$ cat src/rtl/txtrigger_pkg.sv
// Shared trigger definitions: scheduler state encoding, trigger bus widths and
// the default busy-wait timeout, common to the scheduler and the trigger controller.
package txtrigger_pkg;

    localparam int unsigned TXT_CKINI_W      = 10;
    localparam int unsigned TXT_CKPER_W      = 10;
    localparam int unsigned TXT_NPER_W       = 5;
    localparam int unsigned TXT_WAIT_TMO_DEF = 4;

    typedef enum logic [2:0] {
        ST_IDLE  = 3'd0,
        ST_LOAD  = 3'd1,
        ST_WAITB = 3'd2,
        ST_RUN   = 3'd3,
        ST_DONE  = 3'd4,
        ST_GAP   = 3'd5
    } txsched_state_e;

    // Counter width able to hold values 0..max_val, never narrower than one bit.
    function automatic int unsigned cnt_bits(input int unsigned max_val);
        int unsigned w;
        w = $clog2(max_val + 32'd1);
        if (w < 32'd1) begin
            w = 32'd1;
        end else begin
            w = w;
        end
        return w;
    endfunction

endpackage

$ cat src/rtl/txsched_rr_arb.sv
// Two-requester round-robin selector: rr_i names the side preferred on a tie.
module txsched_rr_arb (
    input  logic req_a_i,
    input  logic req_b_i,
    input  logic rr_i,
    output logic grant_b_o,
    output logic any_o
);

    assign any_o     = req_a_i | req_b_i;
    assign grant_b_o = req_b_i & (~req_a_i | rr_i);

endmodule

$ cat src/rtl/txtrigger_sched.sv
// Burst scheduler sharing one trigger controller between requesters A and B.
// Optional macro TXSCHED_GAP_EN inserts a guard GAP state after every burst.
module txtrigger_sched
    import txtrigger_pkg::*;
#(
    parameter int unsigned WAIT_TMO   = TXT_WAIT_TMO_DEF,
    parameter int unsigned GAP_CYCLES = 8
) (
    input  logic                   clock,
    input  logic                   reset,
    input  logic                   req_a,
    input  logic                   req_b,
    input  logic [TXT_CKINI_W-1:0] cfg_a_ckini,
    input  logic [TXT_CKINI_W-1:0] cfg_b_ckini,
    input  logic [TXT_CKPER_W-1:0] cfg_a_ckper,
    input  logic [TXT_CKPER_W-1:0] cfg_b_ckper,
    input  logic [TXT_NPER_W-1:0]  cfg_a_nper,
    input  logic [TXT_NPER_W-1:0]  cfg_b_nper,
    output logic                   ack_a,
    output logic                   ack_b,
    output logic                   done_a,
    output logic                   done_b,
    output logic                   trg_start,
    output logic [TXT_CKINI_W-1:0] trg_ckini,
    output logic [TXT_CKPER_W-1:0] trg_ckper,
    output logic [TXT_NPER_W-1:0]  trg_nper,
    input  logic                   trg_busy,
    output logic                   owner,
    output logic                   sched_busy,
    output logic                   err,
    input  logic                   err_clr
);

    // One counter serves both the busy wait and the guard gap, so size it for the larger.
    localparam int unsigned CNT_MAX = (WAIT_TMO > GAP_CYCLES) ? WAIT_TMO : GAP_CYCLES;
    localparam int unsigned CNT_W   = cnt_bits(CNT_MAX);

    txsched_state_e          state_q, state_d;
    logic [CNT_W-1:0]        cnt_q, cnt_d;
    logic                    rr_q, rr_d;
    logic                    owner_q, owner_d;
    logic                    err_q, err_d;
    logic [TXT_CKINI_W-1:0]  ckini_q, ckini_d;
    logic [TXT_CKPER_W-1:0]  ckper_q, ckper_d;
    logic [TXT_NPER_W-1:0]   nper_q, nper_d;
    logic                    ack_a_q, ack_a_d;
    logic                    ack_b_q, ack_b_d;
    logic                    done_a_q, done_a_d;
    logic                    done_b_q, done_b_d;
    logic                    start_q, start_d;
    logic                    busy_q, busy_d;
    logic                    grant_b_s;
    logic                    any_req_s;
    logic                    timeout_s;

    txsched_rr_arb u_arb (
        .req_a_i   (req_a),
        .req_b_i   (req_b),
        .rr_i      (rr_q),
        .grant_b_o (grant_b_s),
        .any_o     (any_req_s)
    );

    // Next-state, latched configuration and registered output decode.
    always_comb begin
        state_d   = state_q;
        cnt_d     = {CNT_W{1'b0}};
        rr_d      = rr_q;
        owner_d   = owner_q;
        ckini_d   = ckini_q;
        ckper_d   = ckper_q;
        nper_d    = nper_q;
        timeout_s = 1'b0;

        case (state_q)
            ST_IDLE: begin
                if (any_req_s) begin
                    state_d = ST_LOAD;
                    owner_d = grant_b_s;
                    ckini_d = grant_b_s ? cfg_b_ckini : cfg_a_ckini;
                    ckper_d = grant_b_s ? cfg_b_ckper : cfg_a_ckper;
                    nper_d  = grant_b_s ? cfg_b_nper  : cfg_a_nper;
                end else begin
                    state_d = ST_IDLE;
                end
            end
            ST_LOAD: begin
                if (nper_q != {TXT_NPER_W{1'b0}}) begin
                    state_d = ST_WAITB;
                end else begin
                    state_d = ST_DONE;
                end
            end
            ST_WAITB: begin
                if (trg_busy) begin
                    state_d = ST_RUN;
                end else if (cnt_q == CNT_W'(WAIT_TMO - 32'd1)) begin
                    state_d   = ST_DONE;
                    timeout_s = 1'b1;
                end else begin
                    cnt_d = cnt_q + CNT_W'(1);
                end
            end
            ST_RUN: begin
                if (trg_busy) begin
                    state_d = ST_RUN;
                end else begin
                    state_d = ST_DONE;
                end
            end
            ST_DONE: begin
                rr_d = ~owner_q;
`ifdef TXSCHED_GAP_EN
                state_d = ST_GAP;
`else
                state_d = ST_IDLE;
`endif
            end
`ifdef TXSCHED_GAP_EN
            ST_GAP: begin
                if (cnt_q == CNT_W'(GAP_CYCLES - 32'd1)) begin
                    state_d = ST_IDLE;
                end else begin
                    cnt_d = cnt_q + CNT_W'(1);
                end
            end
`endif
            default: begin
                state_d = ST_IDLE;
            end
        endcase

        // A timeout in the same cycle as a clear request keeps the flag set.
        if (timeout_s) begin
            err_d = 1'b1;
        end else if (err_clr) begin
            err_d = 1'b0;
        end else begin
            err_d = err_q;
        end

        ack_a_d  = (state_d == ST_LOAD) & ~owner_d;
        ack_b_d  = (state_d == ST_LOAD) &  owner_d;
        start_d  = (state_d == ST_LOAD) & (nper_d != {TXT_NPER_W{1'b0}});
        done_a_d = (state_d == ST_DONE) & ~owner_d;
        done_b_d = (state_d == ST_DONE) &  owner_d;
        busy_d   = (state_d != ST_IDLE);
    end

    // State, configuration and output registers.
    always_ff @(posedge clock or posedge reset) begin
        if (reset) begin
            state_q  <= ST_IDLE;
            cnt_q    <= {CNT_W{1'b0}};
            rr_q     <= 1'b0;
            owner_q  <= 1'b0;
            err_q    <= 1'b0;
            ckini_q  <= {TXT_CKINI_W{1'b0}};
            ckper_q  <= {TXT_CKPER_W{1'b0}};
            nper_q   <= {TXT_NPER_W{1'b0}};
            ack_a_q  <= 1'b0;
            ack_b_q  <= 1'b0;
            done_a_q <= 1'b0;
            done_b_q <= 1'b0;
            start_q  <= 1'b0;
            busy_q   <= 1'b0;
        end else begin
            state_q  <= state_d;
            cnt_q    <= cnt_d;
            rr_q     <= rr_d;
            owner_q  <= owner_d;
            err_q    <= err_d;
            ckini_q  <= ckini_d;
            ckper_q  <= ckper_d;
            nper_q   <= nper_d;
            ack_a_q  <= ack_a_d;
            ack_b_q  <= ack_b_d;
            done_a_q <= done_a_d;
            done_b_q <= done_b_d;
            start_q  <= start_d;
            busy_q   <= busy_d;
        end
    end

    assign ack_a      = ack_a_q;
    assign ack_b      = ack_b_q;
    assign done_a     = done_a_q;
    assign done_b     = done_b_q;
    assign trg_start  = start_q;
    assign trg_ckini  = ckini_q;
    assign trg_ckper  = ckper_q;
    assign trg_nper   = nper_q;
    assign owner      = owner_q;
    assign sched_busy = busy_q;
    assign err        = err_q;

endmodule

$ cat config.mk
export PLATFORM = sky130hd
export DESIGN_NAME = txtrigger_sched
export DESIGN_NICKNAME = d
export VERILOG_FILES = /design/src/rtl/txtrigger_pkg.sv /design/src/rtl/txsched_rr_arb.sv /design/src/rtl/txtrigger_sched.sv
export SDC_FILE = /design/constraint.sdc
export NUM_CORES = 1
export LEC_CHECK = 0
export ABC_AREA = 1
export BUFFER_PORTS_ARGS = -buffer_cell sky130_fd_sc_hd__buf_2
export CAP_MARGIN = 20
export CORE_UTILIZATION = 43
export CTS_BUF_LIST = sky130_fd_sc_hd__clkbuf_8
export CTS_CLUSTER_SIZE = 14
export DETAILED_ROUTE_END_ITERATION = 8
export GPL_ROUTABILITY_DRIVEN = 0
export GPL_TIMING_DRIVEN = 0
export PLACE_DENSITY_LB_ADDON = 0.12
export SLEW_MARGIN = 20
export SYNTH_ARGS = -nofsm -noshare
export SYNTH_HDL_FRONTEND = slang
export SYNTH_SLANG_ARGS = --single-unit
$ cat constraint.sdc
create_clock -name clock -period 1.26 [get_ports clock]
set_input_delay 0.126 -clock clock [delete_from_list [all_inputs] [get_ports clock]]
set_output_delay 0.126 -clock clock [all_outputs]
set_load 0.005 [all_outputs]
==> results.md, run 1 <==
- Status: finished, violations left
- Failing checks: negative setup slack
- Clock slew at reported path FFs: roughly 0.080 ns
- Metal2 WL: ~2300 um
- Fmax: 735 MHz
- Relative slew slack: 0.751
- Max Used Layer: met4
- Leakage: ~1.4 nW
- Nets@finish: ~380
- Initial core utilization: 0.455
- Crit. End Element: flop
- Sw frac: 0.392
- Initial antenna violation count: 0
- Register area share after synthesis: 0.556
- Cell variety after synth: 24
- CTS Buf Count: 5
- Antenna cell count: 0
- Setup-failing EPs final: 25
- Number of global-route vias before repair: ~1600
- Worst setup SP type: flop
- Max clock buf depth: 2
- First-pass GRT wire length: around 7000 um
- Skew-Pair Late Insertion Delay: 0.29 ns
- Utilization after layout: 0.655
- DR iter-0 viols: 123
- Site row count: 23
- H-tree levels: 2
- Detailed Place HPWL: 3260 um
- Gr usage total: 0.214
- CTS sink cnt: 41
- Metal-1 WL: around 2100 um
- CTS tree: yes
- Syn Area/Cell: 8.39 um2
- Worst Max-Slew Pin Slew: 0.373 ns
- Post-placement cell area: around 0.0024 mm2
- ANT nets after route: 0
- Post-Syn Area: approximately 0.0018 mm2
- Final Hold Fails: 0
- Reg power frac: 0.381
- Setup WS post-layout: -0.100 ns
- Layout cells sized above 1: 0.433
- Place WS: -0.185 ns
- Total grt overflow: 0
- DP Cell Count: around 360
- Final cell count without fillers: 378
- Syn. warnings: 0
- NetSw: between 2 and 2.5 mW
- DR vias: roughly 1800
- Avg WL per Cell: around 12 um
- Fin Clk Skew: slightly above 0.005 ns
- Largest net degree at the start of global routing: 26
- Fin. max-slew vios: 0
- Cells on Worst Hold Path: 2
- Unrepaired setup endpoints after global routing: true
- Worst Path Max Fanout: 5
- VDD IR max: about 1.1 mV
- DRT Pass-1 Iters: 4
- Crit path time final: 1.36 ns
- Setup TNS: -0.891 ns
- Core area: 0.00406 mm2
- Depth of the most critical reg-to-reg path: 8
- Post-Syn Nets: between 200 and 300
- Clock power frac: 0.147
- Area grow syn2layout: 44.1%
- Final wirelength: 4720 um
- Internal: approximately 3.5 mW
- Finished Cell Area: ~0.0027 mm2
- WP data required: about 1.5 ns
- Syn Inst Count: 220
- Met3 wire len: approximately 280 um
- Critical Path AT: around 1.6 ns
- Combinational share of power: 0.472
- Die width: a little under 70 um
- I/O pin cnt: 89
- Post-route clock period utilization: 1.08
- Clk root buf: clkbuf_8
- Die ar.: 0.00456 mm2
- Critical path class: flop to flop
- Min-Delay Path Class: input pin to flop
- DRC Markers: 0
- Cell Pwr Density: around 2100 mW/mm2
- Max cap viols: 0
- Vias per cell: 4.81
- Vert. Die Dim: roughly 68 um
- Port Buffers: 88
- Seq cells post-synth: slightly above 40
[worst paths after layout]
path	slack [ns]	end	start
min	0.01	err	err_clr
min reg2reg	0.47	cnt_q[0]	cnt_q[0]
min in group asynchronous	0.35	cnt_q[0]	reset
max in group asynchronous	0.46	trg_ckini[7]	reset
max reg2reg	-0.10	trg_start	state_q[0]
max	-0.10	trg_start	state_q[0]
[cell type report]
class | count | area (um2)
plain buffers | 8 | 65.1
clock buffers | 5 | 68.8
clock inverters | 3 | 17.5
fillers | 359 | 1400
inverters | 22 | 87.6
multi-input cells | 151 | 801
flip-flops and latches | 41 | 1030
well taps | 50 | 62.6
repair buffers | 98 | 531
[registers in the layout, summed over array words and instances (netlist names)]
signal,cells
state_q,3
done_a,1
sched_busy,1
ack_b,1
trg_start,1
owner,1
rr_q,1
done_b,1
cnt_q,4
trg_ckper,10
err,1
trg_nper,5
ack_a,1
trg_ckini,10
[through the flow]
stage | hold slack, ns | power (mW)
floorplan | 0.229 | 3.44
global placement | 0.319 | 4.27
detailed placement | 0.127 | 4.35
CTS | 0.00149 | 5.56
global route | 0.000192 | 6.17
finish | 0.0138 | 5.69
[Yosys cell counts (all sizes together)]
library cell   n  area share
nand2         48        0.10
dfrtp         41        0.56
o21ai         41        0.11
nor2          36       0.085
inv           22       0.045
nand3         11       0.030
buf            8       0.020
a31oi          2      0.0068
or2            2      0.0068
a21oi          1      0.0027
ha             1      0.0068
nand3b         1      0.0041
nand4          1      0.0034
nor3           1      0.0027
o211a          1      0.0054
o32ai          1      0.0047
xnor2          1      0.0047
xor2           1      0.0047
[power by group through the flow]
stage               clock [mW]  combinational (mW)  sequential, mW
floorplan                    0                1.23            2.21
global placement             0                2.11            2.16
detailed placement           0                2.18            2.16
CTS                      0.865                2.54            2.16
global route             0.928                3.02            2.23
finish                   0.836                2.68            2.17
[worst max-delay path, stage by stage, from the launching register on]
cell and delay [ns]:
dfrtp_1 0.42, nor2_4 0.16, nand2_4 0.10, nor2_8 0.18, nand3_2 0.12, nand2_2 0.09
nand3_2 0.08, nor2_2 0.07, nor2_1 0.04
[repair_timing]
item | 4_1_cts | 5_1_grt
endpoints found under the setup margin | 29 | 30
hold endpoints to repair | 16 | 0
resized for setup | 26 | 25
pin swaps | 5 | 12
gates cloned | 1 | 1
buffers inserted | 6 | 2
hold buffers | 1 | 0
[per-layer routing]
| metal | vias up | global-route usage |
|---|---|---|
| met5 | - | 0 |
| met4 | 0 | 0.0718 |
| li1 | 919 | - |
| met3 | 6 | 0.0676 |
| met1 | 829 | 0.263 |
| met2 | 64 | 0.354 |
[cell usage in the layout, fill, tap and decap left out, drive strengths merged]
cell type / instances
a21oi: 1
a31oi: 2
buf: 105
clkbuf: 5
clkinv: 2
clkinvlp: 1
dfrtp: 41
dlygate4sd3: 1
ha: 1
inv: 22
nand2: 49
nand3: 11
nand3b: 1
nand4: 1
nor2: 37
nor3: 1
o211a: 1
o21ai: 41
o32ai: 1
or2: 2
xnor2: 1
xor2: 1
[logic make-up (layout without fill, tap and decap cells)]
logic type	after synthesis	after routing	share of synthesized area
buf+inv	30	136	0.0651
fa+ha+maj	1	1	0.00678
compound gates	46	46	0.131
simple gates	100	102	0.232
xor+xnor	2	2	0.00949
flops	41	41	0.556
(Power assumes the default switching activity.)
==> run 2, diff against run 1 <==
Settings changed: CELL_PAD_IN_SITES_DETAIL_PLACEMENT from default to 1, CELL_PAD_IN_SITES_GLOBAL_PLACEMENT from default to 2, CORE_UTILIZATION 43 to 23, PLACE_DENSITY from default to 0.87, PLACE_DENSITY_LB_ADDON 0.12 to default.
==> run 2 against run 1 <==
Fmax decreased by 1.1%; critical path depth unchanged; critical path type unchanged; sequential cell count unchanged; sequential power about the same; sequential share of layout area decreased by 1.2 points; die area increased by 84%; cell area increased by 3.1%; wire length increased by 21%; worst hold slack improved by 0.013 ns; clock-buffer cell count increased by 1; the flow still finishes with violations (negative setup slack); clock power increased by 33%.
==> results.md, run 2 (synthesis gave the netlist of run 1 again) <==
- Setup-failing EPs final: 24 (-4.0%)
- ANT nets after route: 0 (unchanged)
- Failing checks: negative setup slack
- CTS Buf Count: 5 (unchanged)
- Area grow syn2layout: 48.5%
- Unrepaired setup endpoints after global routing: true
- Most frequent CP cell: nand3_2
- CP peak stage delay: 0.42 ns (about the same)
- DRT Pass-1 Iters: 4 (unchanged)
- CTS tree: yes
- DRC Markers: 0 (unchanged)
- Critical R2R Launch: state_q[0]
- DR iter-0 viols: 41 (-67%)
- Max cap viols: 0 (unchanged)
- Commonest non-fill, non-tap cell in the layout: buf_2
- Hold endpoint: err
- Fin Clk Skew: 0.00486 ns (-0.000175 ns)
- Detailed Place HPWL: 4130 um (+27%)
- Vias per cell: 4.31 (-10%)
- Post-placement cell area: 0.00243 mm2 (+2.7%)
- Fmax: 727 MHz (-1.1%)
- Initial core utilization: 0.239 (-0.216)
- Worst Path Max Fanout: 5 (unchanged)
- HP Start: err_clr
- Most frequent cells in the layout: buf_2, dfrtp_1, nand2_1
- Largest net degree at the start of global routing: 29 (+12%)
- Post-route clock period utilization: 1.09 (+0.0124)
- Crit path time final: 1.38 ns (+0.0156 ns)
- Leakage: 1.43 nW (+0.73%)
- First-pass GRT wire length: 9270 um (+32%)
- Worst path top cell family by delay: simple AND/OR/NAND/NOR gates
- Fin. max-slew vios: 0 (unchanged)
- Layout cells sized above 1: 0.431 (-0.00173)
- Vert. Die Dim: 91.6 um (+36%)
- WP data required: 1.45 ns (about the same)
- Worst path bufs/invs: 0 (unchanged)
- Initial antenna violation count: 0 (unchanged)
- Core area: 0.00773 mm2 (+90%)
- Slowest-stage cell, CP: dfrtp_1
- Port Buffers: 88 (unchanged)
- Cell Pwr Density: 2170 mW/mm2 (+1.4%)
- Max clock buf depth: 2 (unchanged)
- VDD IR max: 0.610 mV (-45%)
- Final Hold Fails: 0 (unchanged)
- Critical path class: flop to flop
- Worst setup SP type: flop
- Min-Delay Path Class: input pin to flop
- Total grt overflow: 0 (unchanged)
- Die width: 91.6 um (+36%)
- Antenna cell count: 0 (unchanged)
- Number of global-route vias before repair: 1923 (+22%)
- Clock slew at reported path FFs: 0.08 ns (about the same)
- Avg WL per Cell: 13.3 um (+6.6%)
- Critical Path AT: 1.56 ns (about the same)
- R2R setup slack: -0.12 ns (-0.02 ns)
- Gr usage total: 0.142 (-0.0721)
- DR vias: 1849 (+1.7%)
- Site row count: 32 (+39%)
- Cells on Worst Hold Path: 2 (unchanged)
- Worst Max-Slew Pin Slew: 0.359 ns (-0.0133 ns)
- Clk root buf: clkbuf_8
- Die ar.: 0.00839 mm2 (+84%)
- WP depth: 8 (unchanged)
- Relative slew slack: 0.760 (+0.00895)
- Critical path cell sequence: nor2_4 > nand2_4 > nor2_8 > nand3_2 > nand2_2 > nand3_2 > nor2_2 > nor2_1
- Depth of the most critical reg-to-reg path: 8 (unchanged)
- H-tree levels: 2 (unchanged)
- Skew-Pair Late Insertion Delay: 0.29 ns (about the same)
- Finished Cell Area: 0.00274 mm2 (+3.1%)
- CTS sink cnt: 41 (unchanged)
- Critical Path Start: state_q[0]
- Setup WS post-layout: -0.116 ns (-0.0156 ns)
- Setup TNS: -1.61 ns (-0.719 ns)
- Nets@finish: 383 (-0.26%)
- FF-to-FF End: trg_start
- I/O pin cnt: 89 (unchanged)
- Final wirelength: 5710 um (+21%)
- Status: finished, violations left
- Crit. End Element: flop
[run 2: where the power goes]
group          total (mW)  switching [mW]  internal [mW]
clock                1.11           0.464          0.644
combinational        2.67            1.51           1.16
sequential           2.16           0.297           1.87
total                5.94            2.27           3.67
[run 2: area by class of cell]
class	instances	area, um2
buffer	8	56.3
multi-input combinational	151	803
clock buffer	6	82.6
inverter	22	85.1
tap	102	128
clock inverter	2	37.5
timing repair buffer	97	523
fill	963	4990
sequential	41	1030
[run 2: worst max-delay path by stage]
stage / slack (ns) / to
after floorplan: 0.01 / done_b
after detailed placement: -0.30 / trg_ckper[8]
after CTS: -0.14 / trg_start
final: -0.12 / trg_start
after global routing: -0.22 / trg_start
after global placement: -0.48 / trg_ckper[9]
[run 2: metal layers]
layer  vias up  global-route usage  routed length [um]
met1       872               0.173                2510
met2        60               0.247                2790
met4         0              0.0397                  59
li1        912                   -                   -
met5         -                   0                   0
met3         5              0.0352                 347
[run 2: worst reg2reg max path: stages (launching register included)]
cell and delay, ns:
dfrtp_1 0.42, nor2_4 0.15, nand2_4 0.11, nor2_8 0.17
nand3_2 0.11, nand2_2 0.09, nand3_2 0.07, nor2_2 0.11
nor2_1 0.04
[run 2: metrics by stage]
step	setup WS (ns)	total power, mW	hold WS [ns]	cells	util
after global placement	-0.479	4.36	0.322	410	0.312
after CTS	-0.136	5.94	0.0154	426	0.349
after floorplan	0.0149	3.44	0.229	220	-
final	-0.116	5.94	0.0267	429	0.355
after detailed placement	-0.297	4.46	0.103	411	0.315
after global routing	-0.223	6.45	0.0180	429	0.355
[run 2: timing repair]
item | 4_1_cts | 5_1_grt
hold buffers | 1 | 0
pin swaps | 8 | 7
setup buffers | 5 | 2
endpoints found under the setup margin | 32 | 36
cloned | 1 | 1
gates resized for setup | 27 | 14
hold endpoints to repair | 13 | 0
